## config.mk

```make
export PLATFORM = sky130hd
export DESIGN_NAME = uv_csr_trap
export DESIGN_NICKNAME = d
export VERILOG_FILES = /design/src/rtl/uv_csr_pkg.sv /design/src/rtl/uv_csr_cnt64.sv /design/src/rtl/uv_csr_trap.sv
export SDC_FILE = /design/constraint.sdc
export NUM_CORES = 1
export LEC_CHECK = 0
export ABC_AREA = 1
export BUFFER_PORTS_ARGS = -buffer_cell sky130_fd_sc_hd__clkbuf_2
export CELL_PAD_IN_SITES_DETAIL_PLACEMENT = 1
export CELL_PAD_IN_SITES_GLOBAL_PLACEMENT = 2
export CORE_MARGIN = 2
export CORE_UTILIZATION = 29
export DETAILED_ROUTE_END_ITERATION = 8
export GPL_ROUTABILITY_DRIVEN = 0
export GPL_TIMING_DRIVEN = 0
export PLACE_DENSITY = 0.87
export SLEW_MARGIN = 20
export SYNTH_ARGS = -nofsm -noshare
export SYNTH_HDL_FRONTEND = slang
export SYNTH_SLANG_ARGS = --single-unit
export TNS_END_PERCENT = 50
```

## constraint.sdc

```tcl
create_clock -name clk -period 1.8 [get_ports clk]
set_input_delay 0.36 -clock clk [delete_from_list [all_inputs] [get_ports clk]]
set_output_delay 0.36 -clock clk [all_outputs]
set_load 0.1 [all_outputs]
```

## src/rtl/uv_csr_pkg.sv

```systemverilog
`default_nettype none
// ============================================================================
// Module  : uv_csr_pkg
// Purpose : Shared definitions for the machine-mode CSR file. Holds the CSR
//           address map, the mstatus / mie / mip bit positions, the mcause
//           field layout and a helper that packs mcause.
// Rev     : 1.0  initial release
// ============================================================================
package uv_csr_pkg;

    // CSR address map
    localparam logic [11:0] c_CSR_MSTATUS   = 12'h300;
    localparam logic [11:0] c_CSR_MISA      = 12'h301;
    localparam logic [11:0] c_CSR_MIE       = 12'h304;
    localparam logic [11:0] c_CSR_MTVEC     = 12'h305;
    localparam logic [11:0] c_CSR_MSCRATCH  = 12'h340;
    localparam logic [11:0] c_CSR_MEPC      = 12'h341;
    localparam logic [11:0] c_CSR_MCAUSE    = 12'h342;
    localparam logic [11:0] c_CSR_MTVAL     = 12'h343;
    localparam logic [11:0] c_CSR_MIP       = 12'h344;
    localparam logic [11:0] c_CSR_MCYCLE    = 12'hB00;
    localparam logic [11:0] c_CSR_MINSTRET  = 12'hB02;
    localparam logic [11:0] c_CSR_MCYCLEH   = 12'hB80;
    localparam logic [11:0] c_CSR_MINSTRETH = 12'hB82;
    localparam logic [11:0] c_CSR_MHARTID   = 12'hF14;

    // mstatus fields
    localparam int unsigned c_MSTATUS_MIE    = 3;
    localparam int unsigned c_MSTATUS_MPIE   = 7;
    localparam int unsigned c_MSTATUS_MPP_LO = 11;
    localparam int unsigned c_MSTATUS_MPP_HI = 12;
    localparam logic [1:0]  c_MPP_MACHINE    = 2'b11;

    // mie / mip bit positions (software / timer / external)
    localparam int unsigned c_IRQ_SFT = 3;
    localparam int unsigned c_IRQ_TMR = 7;
    localparam int unsigned c_IRQ_EXT = 11;

    // mcause layout
    localparam int unsigned c_MCAUSE_INT    = 31;
    localparam int unsigned c_MCAUSE_CODE_W = 4;

    // mcause is {interrupt flag, zeros, cause code}
    function automatic logic [31:0] mcause_pack(
        input logic                       is_int,
        input logic [c_MCAUSE_CODE_W-1:0] code
    );
        logic [31:0] v;
        v                        = '0;
        v[c_MCAUSE_INT]          = is_int;
        v[c_MCAUSE_CODE_W-1:0]   = code;
        return v;
    endfunction

endpackage
`default_nettype wire

```

## src/rtl/uv_csr_cnt64.sv

```systemverilog
`default_nettype none
// ============================================================================
// Module  : uv_csr_cnt64
// Purpose : 64-bit free-running counter with an increment enable and
//           independent write strobes for the low and high 32-bit halves.
//           A write to either half suppresses the increment of the whole
//           counter in that cycle. Carry into the high half is immediate.
// Ports   : clk, rst_n   - clock, async active-low reset
//           i_inc        - count enable
//           i_wr_lo/hi   - replace low / high half with i_wdata
//           i_wdata      - write data
//           o_cnt        - current counter value
// Rev     : 1.0  initial release
// ============================================================================
module uv_csr_cnt64 (
    input  logic        clk,
    input  logic        rst_n,
    input  logic        i_inc,
    input  logic        i_wr_lo,
    input  logic        i_wr_hi,
    input  logic [31:0] i_wdata,
    output logic [63:0] o_cnt
);

    logic [63:0] r_cnt;

    always_ff @(posedge clk or negedge rst_n) begin
        if (!rst_n) begin
            r_cnt <= '0;
        end else if (i_wr_lo || i_wr_hi) begin
            if (i_wr_lo) r_cnt[31:0]  <= i_wdata;
            if (i_wr_hi) r_cnt[63:32] <= i_wdata;
        end else if (i_inc) begin
            // Natural 64-bit wrap from all-ones to zero.
            r_cnt <= r_cnt + 64'd1;
        end
    end

    assign o_cnt = r_cnt;

endmodule
`default_nettype wire

```

## src/rtl/uv_csr_trap.sv

```systemverilog
`default_nettype none
// ============================================================================
// Module  : uv_csr_trap
// Purpose : Machine-mode CSR file. Consumes the commit stage's CSR write-back,
//           retire pulse and trap entry/exit, maintains the trap CSRs and the
//           mcycle/minstret counters, and returns mepc/mtvec/MIE/mie to the
//           commit stage. Provides a combinational read port to the decoder.
// Ports   : clk, rst_n                 - clock, async active-low reset
//           rd_idx/rd_data/rd_ill      - decoder read port
//           cm2cs_csr_*                - CSR write-back
//           cm2cs_instret              - retire pulse
//           cm2cs_trap_*               - trap entry / mret and trap payload
//           irq_ext/sft/tmr            - raw interrupt lines
//           cs2cm_*                    - status returned to commit
// Rev     : 1.0  initial release
// ============================================================================
module uv_csr_trap
    import uv_csr_pkg::*;
#(
    parameter int unsigned     XLEN      = 32,
    parameter logic [XLEN-1:0] MTVEC_RST = 32'h0000_0000,
    parameter logic [XLEN-1:0] HART_ID   = 32'h0000_0000,
    parameter logic [XLEN-1:0] MISA_VAL  = 32'h4000_0100
) (
    input  logic            clk,
    input  logic            rst_n,
    input  logic [11:0]     rd_idx,
    output logic [XLEN-1:0] rd_data,
    output logic            rd_ill,
    input  logic            cm2cs_csr_vld,
    input  logic [11:0]     cm2cs_csr_idx,
    input  logic [XLEN-1:0] cm2cs_csr_data,
    input  logic            cm2cs_instret,
    input  logic            cm2cs_trap_trig,
    input  logic            cm2cs_trap_exit,
    input  logic            cm2cs_trap_type,
    input  logic [3:0]      cm2cs_trap_code,
    input  logic [XLEN-1:0] cm2cs_trap_mepc,
    input  logic [XLEN-1:0] cm2cs_trap_info,
    input  logic            irq_ext,
    input  logic            irq_sft,
    input  logic            irq_tmr,
    output logic [XLEN-1:0] cs2cm_mepc,
    output logic [XLEN-1:0] cs2cm_mtvec,
    output logic            cs2cm_mstatus_mie,
    output logic            cs2cm_mie_meie,
    output logic            cs2cm_mie_msie,
    output logic            cs2cm_mie_mtie
);

    // mtvec bit 1 is always zero; reserved modes collapse onto the legal ones.
    localparam logic [31:0] c_MTVEC_RST_LEGAL = {MTVEC_RST[31:2], 1'b0, MTVEC_RST[0]};

    // ------------------------------------------------------------------
    // State
    // ------------------------------------------------------------------
    logic        r_mstatus_mie;
    logic        r_mstatus_mpie;
    logic        r_mie_msie;
    logic        r_mie_mtie;
    logic        r_mie_meie;
    logic        r_mip_msip;
    logic        r_mip_mtip;
    logic        r_mip_meip;
    logic [31:0] r_mtvec;
    logic [31:0] r_mscratch;
    logic [31:0] r_mepc;
    logic        r_mcause_int;
    logic [3:0]  r_mcause_code;
    logic [31:0] r_mtval;

    logic [63:0] w_mcycle;
    logic [63:0] w_minstret;

    // ------------------------------------------------------------------
    // Write decode. A trap entry or exit owns the trap CSRs for the cycle,
    // so a coincident write-back to them is dropped.
    // ------------------------------------------------------------------
    logic w_trap_evt;
    logic w_wr_mstatus, w_wr_mie, w_wr_mtvec, w_wr_mscratch;
    logic w_wr_mepc, w_wr_mcause, w_wr_mtval;
    logic w_wr_mcycle, w_wr_mcycleh, w_wr_minstret, w_wr_minstreth;

    assign w_trap_evt     = cm2cs_trap_trig || cm2cs_trap_exit;

    assign w_wr_mstatus   = cm2cs_csr_vld && (cm2cs_csr_idx == c_CSR_MSTATUS) && !w_trap_evt;
    assign w_wr_mepc      = cm2cs_csr_vld && (cm2cs_csr_idx == c_CSR_MEPC)    && !w_trap_evt;
    assign w_wr_mcause    = cm2cs_csr_vld && (cm2cs_csr_idx == c_CSR_MCAUSE)  && !w_trap_evt;
    assign w_wr_mtval     = cm2cs_csr_vld && (cm2cs_csr_idx == c_CSR_MTVAL)   && !w_trap_evt;
    assign w_wr_mie       = cm2cs_csr_vld && (cm2cs_csr_idx == c_CSR_MIE);
    assign w_wr_mtvec     = cm2cs_csr_vld && (cm2cs_csr_idx == c_CSR_MTVEC);
    assign w_wr_mscratch  = cm2cs_csr_vld && (cm2cs_csr_idx == c_CSR_MSCRATCH);
    assign w_wr_mcycle    = cm2cs_csr_vld && (cm2cs_csr_idx == c_CSR_MCYCLE);
    assign w_wr_mcycleh   = cm2cs_csr_vld && (cm2cs_csr_idx == c_CSR_MCYCLEH);
    assign w_wr_minstret  = cm2cs_csr_vld && (cm2cs_csr_idx == c_CSR_MINSTRET);
    assign w_wr_minstreth = cm2cs_csr_vld && (cm2cs_csr_idx == c_CSR_MINSTRETH);

    // ------------------------------------------------------------------
    // mstatus: trap entry beats mret, both beat a CSR write.
    // ------------------------------------------------------------------
    always_ff @(posedge clk or negedge rst_n) begin
        if (!rst_n) begin
            r_mstatus_mie  <= 1'b0;
            r_mstatus_mpie <= 1'b0;
        end else if (cm2cs_trap_trig) begin
            r_mstatus_mpie <= r_mstatus_mie;
            r_mstatus_mie  <= 1'b0;
        end else if (cm2cs_trap_exit) begin
            r_mstatus_mie  <= r_mstatus_mpie;
            r_mstatus_mpie <= 1'b1;
        end else if (w_wr_mstatus) begin
            r_mstatus_mie  <= cm2cs_csr_data[c_MSTATUS_MIE];
            r_mstatus_mpie <= cm2cs_csr_data[c_MSTATUS_MPIE];
        end
    end

    // ------------------------------------------------------------------
    // Trap payload registers: mepc / mcause / mtval
    // ------------------------------------------------------------------
    always_ff @(posedge clk or negedge rst_n) begin
        if (!rst_n) begin
            r_mepc        <= '0;
            r_mcause_int  <= 1'b0;
            r_mcause_code <= '0;
            r_mtval       <= '0;
        end else if (cm2cs_trap_trig) begin
            r_mepc        <= cm2cs_trap_mepc & ~32'h3;
            r_mcause_int  <= cm2cs_trap_type;
            r_mcause_code <= cm2cs_trap_code;
            // Interrupts carry no faulting value.
            r_mtval       <= cm2cs_trap_type ? 32'h0 : cm2cs_trap_info;
        end else begin
            if (w_wr_mepc) begin
                r_mepc <= cm2cs_csr_data & ~32'h3;
            end
            if (w_wr_mcause) begin
                r_mcause_int  <= cm2cs_csr_data[c_MCAUSE_INT];
                r_mcause_code <= cm2cs_csr_data[c_MCAUSE_CODE_W-1:0];
            end
            if (w_wr_mtval) begin
                r_mtval <= cm2cs_csr_data;
            end
        end
    end

    // ------------------------------------------------------------------
    // Plain writable CSRs and the interrupt-pending sampler
    // ------------------------------------------------------------------
    always_ff @(posedge clk or negedge rst_n) begin
        if (!rst_n) begin
            r_mie_msie <= 1'b0;
            r_mie_mtie <= 1'b0;
            r_mie_meie <= 1'b0;
            r_mtvec    <= c_MTVEC_RST_LEGAL;
            r_mscratch <= '0;
            r_mip_msip <= 1'b0;
            r_mip_mtip <= 1'b0;
            r_mip_meip <= 1'b0;
        end else begin
            if (w_wr_mie) begin
                r_mie_msie <= cm2cs_csr_data[c_IRQ_SFT];
                r_mie_mtie <= cm2cs_csr_data[c_IRQ_TMR];
                r_mie_meie <= cm2cs_csr_data[c_IRQ_EXT];
            end
            if (w_wr_mtvec) begin
                r_mtvec <= {cm2cs_csr_data[31:2], 1'b0, cm2cs_csr_data[0]};
            end
            if (w_wr_mscratch) begin
                r_mscratch <= cm2cs_csr_data;
            end
            r_mip_msip <= irq_sft;
            r_mip_mtip <= irq_tmr;
            r_mip_meip <= irq_ext;
        end
    end

    // ------------------------------------------------------------------
    // Counters
    // ------------------------------------------------------------------
    uv_csr_cnt64 u_mcycle (
        .clk     (clk),
        .rst_n   (rst_n),
        .i_inc   (1'b1),
        .i_wr_lo (w_wr_mcycle),
        .i_wr_hi (w_wr_mcycleh),
        .i_wdata (cm2cs_csr_data),
        .o_cnt   (w_mcycle)
    );

    uv_csr_cnt64 u_minstret (
        .clk     (clk),
        .rst_n   (rst_n),
        .i_inc   (cm2cs_instret),
        .i_wr_lo (w_wr_minstret),
        .i_wr_hi (w_wr_minstreth),
        .i_wdata (cm2cs_csr_data),
        .o_cnt   (w_minstret)
    );

    // ------------------------------------------------------------------
    // Combinational read port (shows the pre-update value)
    // ------------------------------------------------------------------
    logic [31:0] w_rd_data;
    logic        w_rd_ill;

    always_comb begin
        w_rd_data = '0;
        w_rd_ill  = 1'b0;
        case (rd_idx)
            c_CSR_MSTATUS: begin
                w_rd_data[c_MSTATUS_MIE]                     = r_mstatus_mie;
                w_rd_data[c_MSTATUS_MPIE]                    = r_mstatus_mpie;
                w_rd_data[c_MSTATUS_MPP_HI:c_MSTATUS_MPP_LO] = c_MPP_MACHINE;
            end
            c_CSR_MISA:      w_rd_data = MISA_VAL;
            c_CSR_MIE: begin
                w_rd_data[c_IRQ_SFT] = r_mie_msie;
                w_rd_data[c_IRQ_TMR] = r_mie_mtie;
                w_rd_data[c_IRQ_EXT] = r_mie_meie;
            end
            c_CSR_MTVEC:     w_rd_data = r_mtvec;
            c_CSR_MSCRATCH:  w_rd_data = r_mscratch;
            c_CSR_MEPC:      w_rd_data = r_mepc;
            c_CSR_MCAUSE:    w_rd_data = mcause_pack(r_mcause_int, r_mcause_code);
            c_CSR_MTVAL:     w_rd_data = r_mtval;
            c_CSR_MIP: begin
                w_rd_data[c_IRQ_SFT] = r_mip_msip;
                w_rd_data[c_IRQ_TMR] = r_mip_mtip;
                w_rd_data[c_IRQ_EXT] = r_mip_meip;
            end
            c_CSR_MCYCLE:    w_rd_data = w_mcycle[31:0];
            c_CSR_MCYCLEH:   w_rd_data = w_mcycle[63:32];
            c_CSR_MINSTRET:  w_rd_data = w_minstret[31:0];
            c_CSR_MINSTRETH: w_rd_data = w_minstret[63:32];
            c_CSR_MHARTID:   w_rd_data = HART_ID;
            default:         w_rd_ill  = 1'b1;
        endcase
    end

    assign rd_data           = w_rd_data;
    assign rd_ill            = w_rd_ill;

    assign cs2cm_mepc        = r_mepc;
    assign cs2cm_mtvec       = r_mtvec;
    assign cs2cm_mstatus_mie = r_mstatus_mie;
    assign cs2cm_mie_meie    = r_mie_meie;
    assign cs2cm_mie_msie    = r_mie_msie;
    assign cs2cm_mie_mtie    = r_mie_mtie;

endmodule
`default_nettype wire
```

; Word level (Yosys, flattened, before mapping)
; Index checks and enable logic that the tools add are counted.
[op_classes]
bitwise_logic = 0
n_lt_le_gt_ge = 0
n_shift = 0
n_mux = 31
n_mul = 0
n_eq_ne = 29
div_mod_pow = 0
addsub = 2
reduce_logical = 27
[op_table]
columns = operator, count
row1 = $mux W32, 9
row2 = $eq A12 B10 Y1 const B, 16
row3 = $mux W64, 3
row4 = $pmux W19 S10, 1
row5 = $add A64 B1 Y64 const B, 2
row6 = $eq A12 B12 Y1 const B, 9
row7 = $pmux W3 S9, 2
row8 = $pmux W3 S8, 1
row9 = $pmux W1 S11, 2
row10 = $logic_and A1 B1 Y1, 15
row11 = $reduce_or A14 Y1, 1
row12 = $pmux W1 S12, 1
row13 = $mux W1, 9
row14 = $pmux W1 S9, 1
row15 = $mux W4, 2
row16 = $ne A2 B1 Y1 const B, 4
row17 = $reduce_bool A2 Y1, 4
row18 = $reduce_and A2 Y1, 2
row19 = $logic_or A1 B1 Y1, 3
row20 = $reduce_bool A3 Y1, 1
row21 = $logic_not A1 Y1, 1
[word_totals]
register_bits = 268
romBits = 0
out_inout_bits = 101
memories = 0
latch_bits = 0
mem_bits_rw = 0
elab_cells = 107

; Logic depth before layout (Yosys ltp)
; Gate-level depths: netlist of the first run.
[depth]
word_depth = 6
ltp_mapped = 12

; Modules after synthesis
; Synthesis of the first run repeated with hierarchy kept, for this count alone.
[hier_totals]
cells_unflattened = 2953
area_unflattened_um2 = 18763.0
[modules_own_cells]
columns = mod, n_inst, seq_area_each_um2, area_each_um2, cells_each
row1 = uv_csr_trap, 1, 3453.3, 8785.9, 1323
row2 = uv_csr_cnt64 at u_mcycle, 1, 1601.5, 5032.3, 816
row3 = uv_csr_cnt64 at u_minstret, 1, 1601.5, 4944.7, 814

; Worst setup path after synthesis of the first run
; OpenSTA, ideal clock, no wires.
[synth_path]
kind = input -> output
start = in rd_idx[9]
end = out rd_ill
setup_slack_ns = -0.921
stages = 9
arrival_time_ns = 2.361
t_required_ns = 1.440
cell_sequence = nand2_1 -> inv_1 -> nand3_1 -> inv_1 -> nand3_1 -> nand2_1 -> nor2_1 -> nand3_1 -> nor2_1
[synth_between]
elab_chain_len = 3
elab_cells_between_ends = 16
[synth_rtl]
columns = item, line_no
row1 = start: declaration, uv_csr_trap.sv:27  ; input logic [11:0] rd_idx,
row2 = $eq A12 B12 Y1 or $eq A12 B10 Y1 (tied branches), uv_csr_trap.sv:209  ; case (rd_idx)
row3 = $reduce_or A14 Y1 (no source line) *, --
row4 = $mux W1 *, uv_csr_trap.sv:209
row5 = end: declaration, uv_csr_trap.sv:29  ; output logic rd_ill,
; Mark *: on every way between the ends. The rest lies on a longest branch, timed or not.

; Worst setup path in the final report of the first run
[layout_path]
start = in rd_idx[5]
end = out rd_data[11]
[layout_between]
elab_chain_len = 2
elab_cells_between_ends = 12
[layout_rtl]
columns = item, line_no
row1 = $eq A12 B12 Y1 or $eq A12 B10 Y1 (tied branches), uv_csr_trap.sv:209
row2 = $pmux W1 S11 *, uv_csr_trap.sv:209
row3 = end: declaration, uv_csr_trap.sv:28  ; output logic [XLEN-1:0] rd_data,
; Marks and branches as above.

==> impl_metrics.ini, run 1 <==
[yosys]
synth_top_family_by_area = simple AND/OR/NAND/NOR gates
synth_xor_area_share_pct = 1.579
avgSynthCellArea_um2 = 6.310
syn_inst = 2901
yosys.area.top_type_share_pct = 36.36
yosys.area_share.simple_pct = 39.79
synth-compound-area-share_pct = 13.47
netlist_area_mm2 = 0.01831
synthAdderAreaFrac_pct = 0.1367
synth_common_cells = 908 x nand2_1, 448 x nor2_1, 305 x nand3_1
synth-main-ff-cell = dfrtp_1
ys_types = 49
ys_seq_elements = 266
synthArstFlopShare_pct = 100.0
ys_seq_area_share_pct = 36.36
ys_warn_count = 0
synth_top_area_cell = dfrtp_1
synth_mux_area_share_pct = 0.1640
synth.area.top_cells = dfrtp_1 36%, nand2_1 19%, nor2_1 9.2%
yosysMostFrequentCell = nand2_1
synth_edf_count = 0

[job]
maxCapViolations = 0

[min_path]
holdCritPathClass = in -> reg
worstHoldPathCells = 3
min_from = cm2cs_trap_mepc[10]
hold_path_end = cs2cm_mepc[10]

[final_layout]
finalNetCount = 3456
area_growth_pct = 48.00
multi_input_area_mm2 = 0.01260
n_antenna_cell = 0
layout-drive-gt1-share_pct = 31.19
fillerInstances = 7833
register_area_mm2 = 0.006713

[timing]
finClkSkew_ns = 0.04098
finalSetupViolations = 165
fin_ws_ns = -0.6785
worstMarginPinSlew_ns = 1.102
max-slew-margin-rel_pct = 26.53
hold_ws_ns = -0.001529
fmax_mhz = 403.5
hold_violations = 1
period_needed_ns = 2.479
post-route-period-util_pct = 137.7
rsz0062_at_grt = true
report.final.slew_viol_count = 0

[power]
ir_worst_vdd_mv = 0.5705
p_per_area_mw_per_mm2 = 699.9
power_mw = 18.96
p_leak_nw = 12.50

[grt]
grt_usage_pct = 33.49
grt_pass1_vias = 23560
antenna_found_initial = 4
overflow = 0
grt_max_degree = 73
grt_pass1_wl_mm = 158.4

[worst_setup_path]
r2r-start = u_mcycle.o_cnt[0]
reg2reg_slack_ns = -0.38
crit_path_max_incr_delay_ns = 0.24
path_common_cell = inv_1
path_class = in -> out
cp_num_buf_inv = 6
critPathArrivalTime_ns = 2.12
regToRegEndpoint = u_mcycle.o_cnt[38]
critical_path.top_delay_family = buffers and inverters
crit_chain = clkbuf_2 > inv_1 > nand2_2 > nor3_4 > buf_12 > nand3_4 > buf_6 > o21ai_1 > inv_1 > nand4_1 > buf_8
worstRegToRegCells = 17
critPathCaptureType = primary output
worstPathMaxFanout = 6
cp.required_ns = 1.44
crit_slowest_cell = buf_8
start_kind = input port

[floorplanning]
die_area_mm2 = 0.06515
rows = 92
die_y_um = 255.2
coreArea_mm2 = 0.06274
die_w_um = 255.2
initial_utilization_pct = 29.18
pin_count = 235

[status]
run_status = finished with violations
violations = hold timing, setup timing

[clock_tree]
cts.path.max_buffers = 3
worst_skew_pair.late_latency_ns = 0.60
root_buffer = clkbuf_16
cts_tree = yes
cts-htree-levels = 2
clk_pin_slew_ns = 0.06
cts_sinks = 266
numCtsBuffers = 37

[placement]
hpwlAfterDp_mm = 83.35
port_buffers = 228
place_worst_setup_slack_ns = -1.441

[detailed_routing]
vias_per_cell = 5.645
vias = 23670
drt_iter0_drc = 2441
wl_per_cell_um = 27.24
drc = 0
wl_mm = 114.2
antenna_left = 0
dr.pass1.iters = 5
-- area by class of cell --
| type | instances | share of cell area [%] |
|---|---|---|
| Multi-Input combinational cell | 2263 | 46.52 |
| Sequential cell | 266 | 24.78 |
| Timing Repair Buffer | 380 | 13.56 |
| Clock buffer | 50 | 4.009 |
| Tap cell | 846 | 3.907 |
| Inverter | 253 | 3.681 |
| Buffer | 119 | 2.919 |
| Clock inverter | 16 | 0.6327 |
-- flip-flops by register name, indices dropped and copies added (netlist names) --
name and flops:
r_mcause_code 4, r_mip_mtip 1, cs2cm_mie_msie 1, r_mstatus_mpie 1
u_minstret.o_cnt 64, cs2cm_mepc 30, u_mcycle.o_cnt 64, r_mcause_int 1
cs2cm_mie_mtie 1, r_mscratch 32, r_mip_meip 1, r_mip_msip 1
cs2cm_mstatus_mie 1, cs2cm_mie_meie 1, cs2cm_mtvec 31, r_mtval 32
-- placed cells by master, fill, tap and decap left out, drive strengths merged --
cell         Yosys  layout
nor4             1       1
dlygate4sd3      0      13
mux2i            3       3
xor2            28      28
nand3b           4       4
and2             2       2
o21ai          262     262
buf             69     213
o31ai            1       1
nand2          915     915
nor3b            2       2
bufinv           0       2
clkinv           1      11
nand4           22      22
clkinvlp         0       5
nand3          310     310
a21oi          156     156
o2111ai          1       1
nor3            27      27
o221ai           2       2
a31oi            4       4
conb             1       3
clkbuf          52     323
and3             1       1
xnor2            5       5
dfrtp          266     266
a21boi           1       1
inv            252     251
a22oi           10      10
o22ai           28      28
o21bai           2       2
nor2           469     469
ha               2       2
o211ai           2       2
-- worst min-delay path: cells and delay by family --
| kind | cells | cell delay [ns] |
|---|---|---|
| simple gates | 2 | 0.12 |
| buf+inv | 1 | 0.08 |
-- worst max-delay path by stage --
stage | from | endpoint | slack (ns) | cells after the start
CTS | rd_idx[2] | rd_data[4] | -0.61 | 14
global placement | rst_n | r_mtval[1] | -6.06 | 1
finish | rd_idx[5] | rd_data[11] | -0.68 | 11
detailed placement | rd_idx[3] | rd_data[0] | -1.44 | 10
global route | u_mcycle.o_cnt[31] | rd_data[31] | -0.70 | 5
floorplan | rd_idx[9] | rd_data[11] | -0.65 | 11
-- layer usage --
layer  share of wire [%]  vias to the layer above  global-route usage, %
li1                    -                    10210                      -
met1                  39                    11680                  42.99
met2                  45                     1353                  53.31
met3                 9.0                      423                  5.309
met4                 7.0                        2                  19.62
met5              0.0061                        -                      0
-- power breakdown --
| part | leakage (nW) | total [mW] | switching [mW] | internal (mW) |
|---|---|---|---|---|
| Clock | 0.618 | 7.85 | 3.30 | 4.55 |
| Combinational | 8.51 | 3.90 | 2.73 | 1.18 |
| Sequential | 3.37 | 7.21 | 0.741 | 6.46 |
| Total | 12.5 | 19.0 | 6.77 | 12.2 |
-- through the flow --
step / TNS [ns] / hold WS, ns / cells / area (um^2) / utilization (%)
6_report: -34.77 / -0.001529 / 4193 / 27090 / 43.18
5_1_grt: -43.52 / 0.009034 / 4193 / 27090 / 43.18
4_1_cts: -23.73 / 0.00001010 / 4136 / 25180 / 40.13
3_5_place_dp: -144.47 / 0.2363 / 3981 / 20910 / 33.33
3_3_place_gp: -1738.49 / 0.4649 / 3977 / 20790 / 33.14
2_1_floorplan: -12.38 / 0.06441 / 2903 / 18590 / -
-- timing repair --
item / in CTS / in global routing
pin swaps: 70 / 149
buffers inserted: 72 / 61
cloned: 4 / 0
endpoints found under the setup margin: 222 / 187
hold endpoints to repair: 76 / 0
hold buffers: 13 / 0
resized for setup: 557 / 436
-- logic make-up (layout without fill, tap and decap cells) --
family | Yosys count | in the layout
AOI/OAI and AO/OA | 469 | 469
xor gates and xnor gates | 33 | 33
adders and majority gates | 2 | 2
buffers and inverters | 374 | 818
DFF | 266 | 266
muxes | 3 | 3
other | 1 | 3
and+or+nand+nor | 1753 | 1753
Power figures use the tool's default switching activity.
==> run 2, diff against run 1 <==
MAX_ROUTING_LAYER = met4   (was not set)
SYNTH_HIERARCHICAL = 1   (was not set)
==> impl_metrics.ini, run 2 <==
[clock_tree]
cts-htree-levels = 2
numCtsBuffers = 37
cts.path.max_buffers = 3
root_buffer = clkbuf_16
worst_skew_pair.late_latency_ns = 0.56
clk_pin_slew_ns = 0.06
cts_sinks = 266
cts_tree = yes

[timing]
worstMarginPinSlew_ns = 0.8030
hold_ws_ns = 0.02891
post-route-period-util_pct = 131.0
report.final.slew_viol_count = 0
rsz0062_at_grt = true
fmax_mhz = 424.0
max-slew-margin-rel_pct = 46.47
fin_ws_ns = -0.5586
hold_violations = 0
period_needed_ns = 2.359
finClkSkew_ns = 0.01540
finalSetupViolations = 141

[worst_setup_path]
worstRegToRegCells = 10
start_kind = input port
worstPathMaxFanout = 5
crit_chain = clkbuf_16 > inv_16 > nand2_8 > nor2_4 > buf_4 > buf_6 > nand2_8 > clkinv_8 > buf_8 > nand2_1 > nand2_1 > nor2_1 > nand2_4 > clkbuf_16
cp_num_buf_inv = 7
crit_slowest_cell = nor2_1
cp.depth = 14
crit_path_max_incr_delay_ns = 0.23
critical_path.top_delay_family = buffers and inverters
cp.required_ns = 1.44
critPathCaptureType = primary output
crit_end = rd_data[26]
critPathArrivalTime_ns = 2.00
reg2reg_slack_ns = -0.23
cp-startpoint = rd_idx[3]
regToRegEndpoint = u_minstret/o_cnt[36]
r2r-start = u_minstret/o_cnt[1]
path_class = in -> out

[status]
violations = setup timing
run_status = finished with violations

[yosys]
ys_seq_elements = 266
ys_types = 44
synth-main-ff-cell = dfrtp_1
synth_top_area_cell = dfrtp_1
synthArstFlopShare_pct = 100.0
syn_inst = 2953
ys_warn_count = 6
ys_seq_area_share_pct = 35.48
synth_edf_count = 0
netlist_area_mm2 = 0.01876
yosys.area.top_type_share_pct = 35.48
synth.area.top_cells = dfrtp_1 35%, nand2_1 16%, nor2_1 10%
avgSynthCellArea_um2 = 6.354
yosysMostFrequentCell = nand2_1
synth_common_cells = 812 x nand2_1, 504 x nor2_1, 290 x inv_1

[job]
maxCapViolations = 0

[placement]
dpl_cell_area_mm2 = 0.02167
port_buffers = 228
hpwlAfterDp_mm = 84.02

[final_layout]
layout_commonest_cell = nand2_1
finalNetCount = 3498
stdcell_area_mm2 = 0.02850
area_growth_pct = 51.89
fin_util_pct = 44.37
layout-drive-gt1-share_pct = 36.74
final_cell_mix = 662 x nand2_1, 338 x nor2_1, 265 x inv_1

[floorplanning]
die_y_um = 258.4
initial_utilization_pct = 29.21
rows = 93
pin_count = 235
die_w_um = 258.4
die_area_mm2 = 0.06675
coreArea_mm2 = 0.06423

[detailed_routing]
drt_iter0_drc = 2543
vias = 24130
wl_mm = 117.4
dr.pass1.iters = 5
antenna_left = 0
wl_per_cell_um = 27.63
vias_per_cell = 5.682
drc = 0

[grt]
grt_pass1_wl_mm = 161.3
grt_usage_pct = 33.81
overflow = 0
antenna_found_initial = 2
grt_pass1_vias = 23470
grt_max_degree = 68

[min_path]
min_from = cm2cs_trap_mepc[21]
holdCritPathClass = in -> reg

[power]
p_per_area_mw_per_mm2 = 715.5
p_leak_nw = 13.29
ir_worst_vdd_mv = 0.7940
==> run 2: timing repair <==
action                     4_1_cts  5_1_grt
setup endpoints to repair      204      215
cloned                          13       10
hold endpoints to repair        28        0
hold buffers                     4        0
pin swaps                       84      145
buffers inserted                61       52
gates resized for setup        646      558
==> run 2: worst min path at each step <==
| stage | end | slack (ns) | depth (start not counted) |
|---|---|---|---|
| after global placement | r_mscratch[6] | 0.47 | 2 |
| after global routing | cs2cm_mepc[21] | 0.04 | 3 |
| final | cs2cm_mepc[21] | 0.03 | 3 |
| after detailed placement | r_mtval[19] | 0.28 | 1 |
| after floorplan | cs2cm_mepc[10] | 0.06 | 0 |
| after CTS | cs2cm_mepc[23] | 0.03 | 3 |
==> run 2: where the power goes <==
part | switching (mW) | internal (mW)
Sequential | 1.24 | 6.59
Clock | 3.07 | 4.31
Combinational | 3.50 | 1.67
Total | 7.82 | 12.6
==> run 2: final cells by class <==
| cell class | count | area [um^2] |
|---|---|---|
| flip-flops and latches | 266 | 6779 |
| plain buffers | 126 | 1269 |
| diodes | 3 | 7.507 |
| inverters | 304 | 1234 |
| fillers | 7900 | 35730 |
| well taps | 855 | 1070 |
| repair buffers | 368 | 3757 |
| clock inverters | 11 | 91.34 |
| multi-input cells | 2259 | 13210 |
| clock buffers | 55 | 1084 |
==> run 2: tightest hold or removal path: stages <==
cell and delay, ns:
clkbuf_2 0.07, nand2_1 0.04, o211ai_1 0.08
==> run 2: metrics by stage <==
stage                     power [mW]  setup TNS, ns  instances  setup slack, ns
after floorplan                9.907         -9.561       2956          -0.4392
after global routing           21.05         -28.88       4246          -0.5514
after detailed placement       11.81        -169.66       4043           -1.710
final                          20.39         -25.21       4247          -0.5586
after global placement         11.71       -1744.41       4039           -6.573
after CTS                      19.55         -13.41       4187          -0.4747
==> run 2: metal layers <==
metal | vias up | GRT usage [%] | part of all wire (%)
li1 | 10330 | - | -
met1 | 12100 | 43.24 | 40
met3 | 372 | 5.712 | 9.0
met4 | 0 | 15.82 | 6.4
met2 | 1330 | 52.06 | 45
met5 | - | - | 0
==> run 2: cells by family (layout without fill, tap and decap cells) <==
| kind of cell | Yosys count | in the layout | synth area share [%] |
|---|---|---|---|
| XOR/XNOR | 4 | 4 | 0.1868 |
| AO/OA/AOI/OAI | 508 | 508 | 15.04 |
| other | 2 | 8 | 0.04003 |
| buffers and inverters | 431 | 864 | 9.329 |
| multiplexers | 4 | 4 | 0.2134 |
| AND/OR/NAND/NOR | 1736 | 1736 | 39.58 |
| flip-flops | 266 | 266 | 35.48 |
| adder cells (fa/ha/maj) | 2 | 2 | 0.1333 |
